==> src/rtl/airport_checkpoint_scheduler.sv <==
// airport_checkpoint_scheduler: multi-lane security checkpoint controller.
// Arrivals are queued in two classes (PRI = crew/VIP, STD = standard/reserved).
// At most one passenger per cycle is dispatched to the lowest-indexed IDLE lane.
// Each lane then runs a scan FSM that ends in CLEAR or FLAG, depending on bag parity.
// Every dispatch issues an LFSR-based security token.
// The last dispatch's class is reported on dispatch_priority, because "priority" is a reserved word.
// Optional feature: define STARVE_GUARD_EN to force one STD grant after STARVE_LIMIT
// consecutive PRI grants that were made while STD was waiting.
// Handshake: an arrival is taken on a rising edge where arr_valid && arr_ready.
// arr_ready reflects only whether the class selected by arr_type is full; it never depends on arr_valid.
// lane_state_dbg exposes each lane's FSM state (2 bits per lane) for checkers.
module airport_checkpoint_scheduler #(
  parameter int LANES        = 4,
  parameter int DEPTH        = 8,
  parameter int DATA_W       = 8,
  parameter int SCAN_CYC     = 4,
  parameter int STARVE_LIMIT = 4,
  localparam int LW          = (LANES > 1) ? $clog2(LANES) : 1,
  localparam int CNT_W       = $clog2(2 * DEPTH) + 1
) (
  input  logic                clk,
  input  logic                reset,
  input  logic                arr_valid,
  output logic                arr_ready,
  input  logic [1:0]          arr_type,
  input  logic [DATA_W-1:0]   arr_bag,
  input  logic [LANES-1:0]    flag_ack,
  output logic [LANES-1:0]    lane_busy,
  output logic [2*LANES-1:0]  light,
  output logic                dispatch_valid,
  output logic [LW-1:0]       dispatch_lane,
  output logic [1:0]          dispatch_priority,
  output logic [7:0]          security_token,
  output logic [CNT_W-1:0]    count,
  output logic [7:0]          flag_count,
  output logic [2*LANES-1:0]  lane_state_dbg
);

  localparam int PW = $clog2(DEPTH);
  localparam int QW = PW + 1;
  localparam int CW = (SCAN_CYC > 1) ? $clog2(SCAN_CYC) : 1;
  localparam int EW = 2 + DATA_W;
  localparam logic [CW-1:0] SCAN_LAST = CW'(SCAN_CYC - 1);
  localparam logic [QW-1:0] Q_FULL    = QW'(DEPTH);

  typedef enum logic [1:0] {
    L_IDLE  = 2'd0,
    L_SCAN  = 2'd1,
    L_CLEAR = 2'd2,
    L_FLAG  = 2'd3
  } lane_state_t;

  logic [EW-1:0] pri_mem [DEPTH];
  logic [EW-1:0] std_mem [DEPTH];
  logic [PW-1:0] pri_wp, pri_rp, std_wp, std_rp;
  logic [QW-1:0] pri_cnt, std_cnt;

  lane_state_t   lane_state [LANES];
  logic [CW-1:0] scan_cnt   [LANES];
  logic [LANES-1:0] lane_par;

  logic [7:0]        lfsr;
  logic              lfsr_fb;
  logic              arr_is_pri, pri_push, std_push;
  logic              idle_any;
  logic [LW-1:0]     free_lane;
  logic              force_std, grant_pri, grant_std, dispatch;
  logic [EW-1:0]     gnt_entry;
  logic [1:0]        gnt_type;
  logic [DATA_W-1:0] gnt_bag;
  logic [3:0]        flag_enter;
  logic [8:0]        flag_sum;

  // Class decode and per-class full test; reserved type 11 rides with STD.
  assign arr_is_pri = (arr_type == 2'b01) || (arr_type == 2'b10);
  assign arr_ready  = arr_is_pri ? (pri_cnt != Q_FULL) : (std_cnt != Q_FULL);
  assign pri_push   = arr_valid && arr_ready && arr_is_pri;
  assign std_push   = arr_valid && arr_ready && !arr_is_pri;
  assign count      = CNT_W'(pri_cnt) + CNT_W'(std_cnt);
  assign lfsr_fb    = lfsr[7] ^ lfsr[5] ^ lfsr[4] ^ lfsr[3];

`ifdef STARVE_GUARD_EN
  localparam int SW = $clog2(STARVE_LIMIT + 1);
  logic [SW-1:0] starve_cnt;

  // Count PRI grants taken while STD waits; any STD grant clears the count.
  always_ff @(posedge clk or posedge reset) begin
    if (reset) begin
      starve_cnt <= '0;
    end else if (grant_std) begin
      starve_cnt <= '0;
    end else if (grant_pri && (std_cnt != '0) && (starve_cnt != SW'(STARVE_LIMIT))) begin
      starve_cnt <= starve_cnt + SW'(1);
    end
  end

  assign force_std = (std_cnt != '0) && (starve_cnt == SW'(STARVE_LIMIT));
`else
  assign force_std = 1'b0;
`endif

  // Lowest-indexed IDLE lane: scan downward so the smallest index wins.
  always_comb begin
    idle_any  = 1'b0;
    free_lane = '0;
    for (int i = LANES - 1; i >= 0; i--) begin
      if (lane_state[i] == L_IDLE) begin
        idle_any  = 1'b1;
        free_lane = LW'(i);
      end
    end
  end

  // Grant selection: forced STD first, then PRI, then STD; queue heads are registered,
  // so a fresh arrival is never dispatched on the edge that stores it.
  always_comb begin
    grant_pri = 1'b0;
    grant_std = 1'b0;
    if (idle_any) begin
      if (force_std) begin
        grant_std = 1'b1;
      end else if (pri_cnt != '0) begin
        grant_pri = 1'b1;
      end else if (std_cnt != '0) begin
        grant_std = 1'b1;
      end
    end
    dispatch  = grant_pri || grant_std;
    gnt_entry = grant_pri ? pri_mem[pri_rp] : std_mem[std_rp];
    gnt_type  = gnt_entry[EW-1 -: 2];
    gnt_bag   = gnt_entry[DATA_W-1:0];
  end

  // Lanes entering FLAG this cycle, used for the saturating flag counter.
  always_comb begin
    flag_enter = '0;
    for (int i = 0; i < LANES; i++) begin
      if ((lane_state[i] == L_SCAN) && (scan_cnt[i] == SCAN_LAST) && lane_par[i]) begin
        flag_enter = flag_enter + 4'd1;
      end
    end
    flag_sum = {1'b0, flag_count} + 9'(flag_enter);
  end

  // Busy flags and the debug view of the lane FSMs.
  always_comb begin
    lane_busy      = '0;
    lane_state_dbg = '0;
    for (int i = 0; i < LANES; i++) begin
      lane_busy[i]             = (lane_state[i] != L_IDLE);
      lane_state_dbg[2*i +: 2] = lane_state[i];
    end
  end

  // Queue storage; entries hold {type, bag} and need no reset.
  always_ff @(posedge clk) begin
    if (pri_push) pri_mem[pri_wp] <= {arr_type, arr_bag};
    if (std_push) std_mem[std_wp] <= {arr_type, arr_bag};
  end

  // Queue pointers and occupancy; a push and a pop on the same edge are both honoured.
  always_ff @(posedge clk or posedge reset) begin
    if (reset) begin
      pri_wp  <= '0;
      pri_rp  <= '0;
      std_wp  <= '0;
      std_rp  <= '0;
      pri_cnt <= '0;
      std_cnt <= '0;
    end else begin
      if (pri_push)  pri_wp <= pri_wp + PW'(1);
      if (grant_pri) pri_rp <= pri_rp + PW'(1);
      if (std_push)  std_wp <= std_wp + PW'(1);
      if (grant_std) std_rp <= std_rp + PW'(1);
      pri_cnt <= pri_cnt + QW'(pri_push) - QW'(grant_pri);
      std_cnt <= std_cnt + QW'(std_push) - QW'(grant_std);
    end
  end

  // Dispatch report, token generation (the LFSR advances only on dispatch), and flag counter.
  always_ff @(posedge clk or posedge reset) begin
    if (reset) begin
      dispatch_valid    <= 1'b0;
      dispatch_lane     <= '0;
      dispatch_priority <= 2'b00;
      security_token    <= 8'h00;
      lfsr              <= 8'hA5;
      flag_count        <= 8'h00;
    end else begin
      dispatch_valid <= dispatch;
      if (dispatch) begin
        dispatch_lane     <= free_lane;
        dispatch_priority <= gnt_type;
        security_token    <= lfsr ^ gnt_bag[7:0];
        lfsr              <= {lfsr[6:0], lfsr_fb};
      end
      flag_count <= flag_sum[8] ? 8'hFF : flag_sum[7:0];
    end
  end

  // Per-lane scan FSM with registered lights: IDLE -> SCAN -> CLEAR/FLAG -> IDLE.
  always_ff @(posedge clk or posedge reset) begin
    if (reset) begin
      for (int i = 0; i < LANES; i++) begin
        lane_state[i] <= L_IDLE;
        scan_cnt[i]   <= '0;
      end
      lane_par <= '0;
      light    <= {LANES{2'b01}};
    end else begin
      for (int i = 0; i < LANES; i++) begin
        case (lane_state[i])
          L_IDLE: begin
            if (dispatch && (free_lane == LW'(i))) begin
              lane_state[i]     <= L_SCAN;
              scan_cnt[i]       <= '0;
              lane_par[i]       <= ^gnt_bag;
              light[2*i +: 2]   <= 2'b10;
            end
          end
          L_SCAN: begin
            if (scan_cnt[i] == SCAN_LAST) begin
              if (lane_par[i]) begin
                lane_state[i]   <= L_FLAG;
                light[2*i +: 2] <= 2'b11;
              end else begin
                lane_state[i]   <= L_CLEAR;
                light[2*i +: 2] <= 2'b01;
              end
            end else begin
              scan_cnt[i] <= scan_cnt[i] + CW'(1);
            end
          end
          L_CLEAR: begin
            lane_state[i]   <= L_IDLE;
            light[2*i +: 2] <= 2'b01;
          end
          L_FLAG: begin
            if (flag_ack[i]) begin
              lane_state[i]   <= L_IDLE;
              light[2*i +: 2] <= 2'b01;
            end
          end
          default: begin
            lane_state[i]   <= L_IDLE;
            light[2*i +: 2] <= 2'b01;
          end
        endcase
      end
    end
  end

endmodule
==> config.mk <==
export PLATFORM = sky130hd
export DESIGN_NAME = airport_checkpoint_scheduler
export DESIGN_NICKNAME = d
export VERILOG_FILES = /design/src/rtl/airport_checkpoint_scheduler.sv
export SDC_FILE = /design/constraint.sdc
export NUM_CORES = 1
export LEC_CHECK = 0
export ABC_AREA = 1
export BUFFER_PORTS_ARGS = -buffer_cell sky130_fd_sc_hd__buf_4
export CAP_MARGIN = 0
export CORE_MARGIN = 2
export CORE_UTILIZATION = 58
export CTS_BUF_LIST = sky130_fd_sc_hd__clkbuf_16
export DETAILED_ROUTE_END_ITERATION = 8
export PLACE_DENSITY_LB_ADDON = 0.2
export RECOVER_POWER = 25
export REMOVE_ABC_BUFFERS = 1
export SLEW_MARGIN = 20
export SYNTH_ARGS = -nofsm -noshare
export SYNTH_HDL_FRONTEND = slang
export SYNTH_SLANG_ARGS = --single-unit
==> constraint.sdc <==
create_clock -name clk -period 6.8 [get_ports clk]
set_input_delay 1.36 -clock clk [delete_from_list [all_inputs] [get_ports clk]]
set_output_delay 1.36 -clock clk [all_outputs]
set_load 0.05 [all_outputs]
==> results_dict.tcl <==
set metrics [dict create \
    min_delay_worst_endpoint "light[0]" \
    hold_depth 2 \
    area_growth_pct 11.6 \
    clkLatencyLatePin_ps 520 \
    clk_pin_slew_ps 60 \
    io_buffers 63 \
    syn_area_um2 10700 \
    post-route-drc-count 0 \
    startpoint_type "primary input" \
    avgViaCountPerCell 5.44 \
    cp_data_arrival_time_ps 2790 \
    ant_nets 0 \
    setup_viol 0 \
    rows 49 \
    synth_top_area_share_pct 44.8 \
    skew_ps 8.15 \
    synth_common_cells "nand2_1, edfxtp_1, nand3_1, inv_1, nor2_1" \
    period_share_pct 61.0 \
    drt_first_pass_iters 5 \
    grt-ovfl-total 0 \
    clockRootBuffer "clkbuf_16" \
    ff2ff_setup_slack_ps 3110 \
    grt_pass1_wl_um 35800 \
    dieWidth_um 140 \
    cp-end-kind "primary output" \
    cts_tree "yes" \
    cp_data_required_time_ps 5440 \
    grt_max_degree 74 \
    nNetsFinal 1147 \
    slew_headroom_pct 31.0 \
    cts_buffers 24 \
    numClockSinks 233 \
    core-area_um2 18000 \
    regArea_um2 6640 \
    synth-seq-cells 233 \
    h-tree-depth 1 \
    cts_resized 0 \
    worst_pin_slew_ps 1030 \
    ioPinCount 64 \
    yosys_warnings 0 \
    wl_um 22400 \
    r2r-start "lane_state_dbg[0]" \
    dpl.hpwl_um 14400 \
    post_drt_wl_per_cell_um 16.7 \
    drive_gt1_share_pct 13.0 \
    syn_area_per_cell_um2 10.3 \
    start_util_pct 59.5 \
    min_path_type "register to register" \
    period_needed_ps 4150 \
    ys_seq_area_share_pct 62.0 \
    r2r_end "flag_count[5]" \
    async_flop_share_pct 31.3 \
    antenna_found_initial 0 \
    place_congestion 0.826 \
    drv_slew 0 \
    hp-start "light[0]" \
    grt_util_all_layers_pct 23.2 \
    synth_cell_types 47 \
    critPathKind "primary input to primary output" \
    synth_cells 1043 \
    cap_viol_max_count 0 \
    path_max_fanout 17 \
    outcome "finished clean" \
    finalHoldViolCount 0 \
    grt_pass1_vias 6967 \
    synth_edf_count 160 \
    cts_buffer_depth 3 \
    fp.dieH_um 140 \
    reg2regPathDepth 18 \
    synth.area.top_cells "edfxtp_1, dfrtp_1, nand2_1, nand3_1, inv_1" \
    fmax_mhz 241 \
    finalSetupTns_ps 0 \
    fill_cells 1421 \
    first_iter_violations 512 \
    multi_input_area_um2 3390 \
    synth_largest_area_cell "edfxtp_1" \
    post_cts_buffers 0 \
    antenna_cells_inserted 0 \
    vias 7315 \
    holdBufCountCts 0 \
    synth_most_common_cell "nand2_1" \
    synth_top_flop_cell "edfxtp_1" \
    dieArea_um2 19600 \
    rsz0062_at_grt "false" \
]
## cell families (layout without fill, tap and decap cells)
group	Yosys count	after routing	share of synthesized area, %
buf+inv	163	235	6.36
compound gates	89	89	4.81
fa+ha+maj	33	33	4.13
xor+xnor	20	20	1.63
simple gates	503	503	21.0
other cells	1	1	0.0350
mux	1	1	0.105
flops	233	233	62.0
## registers in the layout, indices dropped and copies added (netlist names)
signal	count
scan_cnt	8
pri_mem	80
std_cnt	4
dispatch_lane	2
lane_state_dbg	8
dispatch_priority	2
pri_cnt	4
dispatch_valid	1
lane_par	4
security_token	8
std_wp	3
pri_wp	3
light	4
pri_rp	3
std_rp	3
lfsr	8
flag_count	8
std_mem	80
## critical path: stages
cell and delay, ps:
clkbuf_1 630, xnor2_1 250, inv_1 70, o41ai_1 90
nand2_1 160, buf_4 220
## through the flow
step | hold slack [ps] | std cells | instance area [um2] | worst slack [ps] | util (%)
2_1_floorplan | 449 | 1005 | 10500 | 2840 | -
3_3_place_gp | 454 | 1300 | 11300 | 3100 | 62.6
3_5_place_dp | 456 | 1300 | 11300 | 3030 | 62.6
4_1_cts | 465 | 1344 | 12000 | 3080 | 66.6
5_1_grt | 486 | 1344 | 12000 | 2530 | 66.4
6_report | 462 | 1344 | 12000 | 2650 | 66.4
## layer usage
layer / track usage (%) / wire [um] / up-vias
met4: 7.89 / 712 / 0
li1: - / - / 3575
met1: 33.1 / 9920 / 3488
met2: 37.7 / 10500 / 216
met5: 0 / 0 / -
met3: 2.70 / 1280 / 36
## cells in the final DEF, fill, tap and decap left out, drive strengths merged, types with 8 or more instances in the layout
| master | count |
|---|---|
| nand3 | 132 |
| o211ai | 8 |
| clkbuf | 34 |
| nand2 | 276 |
| o21ai | 51 |
| nor2 | 80 |
| xor2 | 8 |
| buf | 56 |
| a21oi | 9 |
| edfxtp | 160 |
| dfrtp | 65 |
| ha | 29 |
| xnor2 | 12 |
| dfstp | 8 |
| inv | 135 |
| clkinv | 9 |
## worst max path at each step
stage | from | endpoint | slack, ps
2_1_floorplan | lane_state_dbg[2] | flag_count[5] | 2840
3_3_place_gp | arr_type[1] | pri_mem[4][6] | 3100
3_5_place_dp | arr_type[0] | pri_mem[0][4] | 3030
4_1_cts | arr_type[1] | arr_ready | 3080
5_1_grt | arr_type[0] | arr_ready | 2530
6_report | arr_type[0] | arr_ready | 2650
## area by class of cell
class                   count  area share, %
clock buffers              24           5.02
clock inverters            20          0.952
inverters                 125           3.93
multi-input cells         647           28.4
flip-flops and latches    233           55.5
well taps                 229           2.39
repair buffers             66           3.83
Power is not shown: default switching activity piles up to over one toggle a cycle in this logic, so the estimate is an artifact.
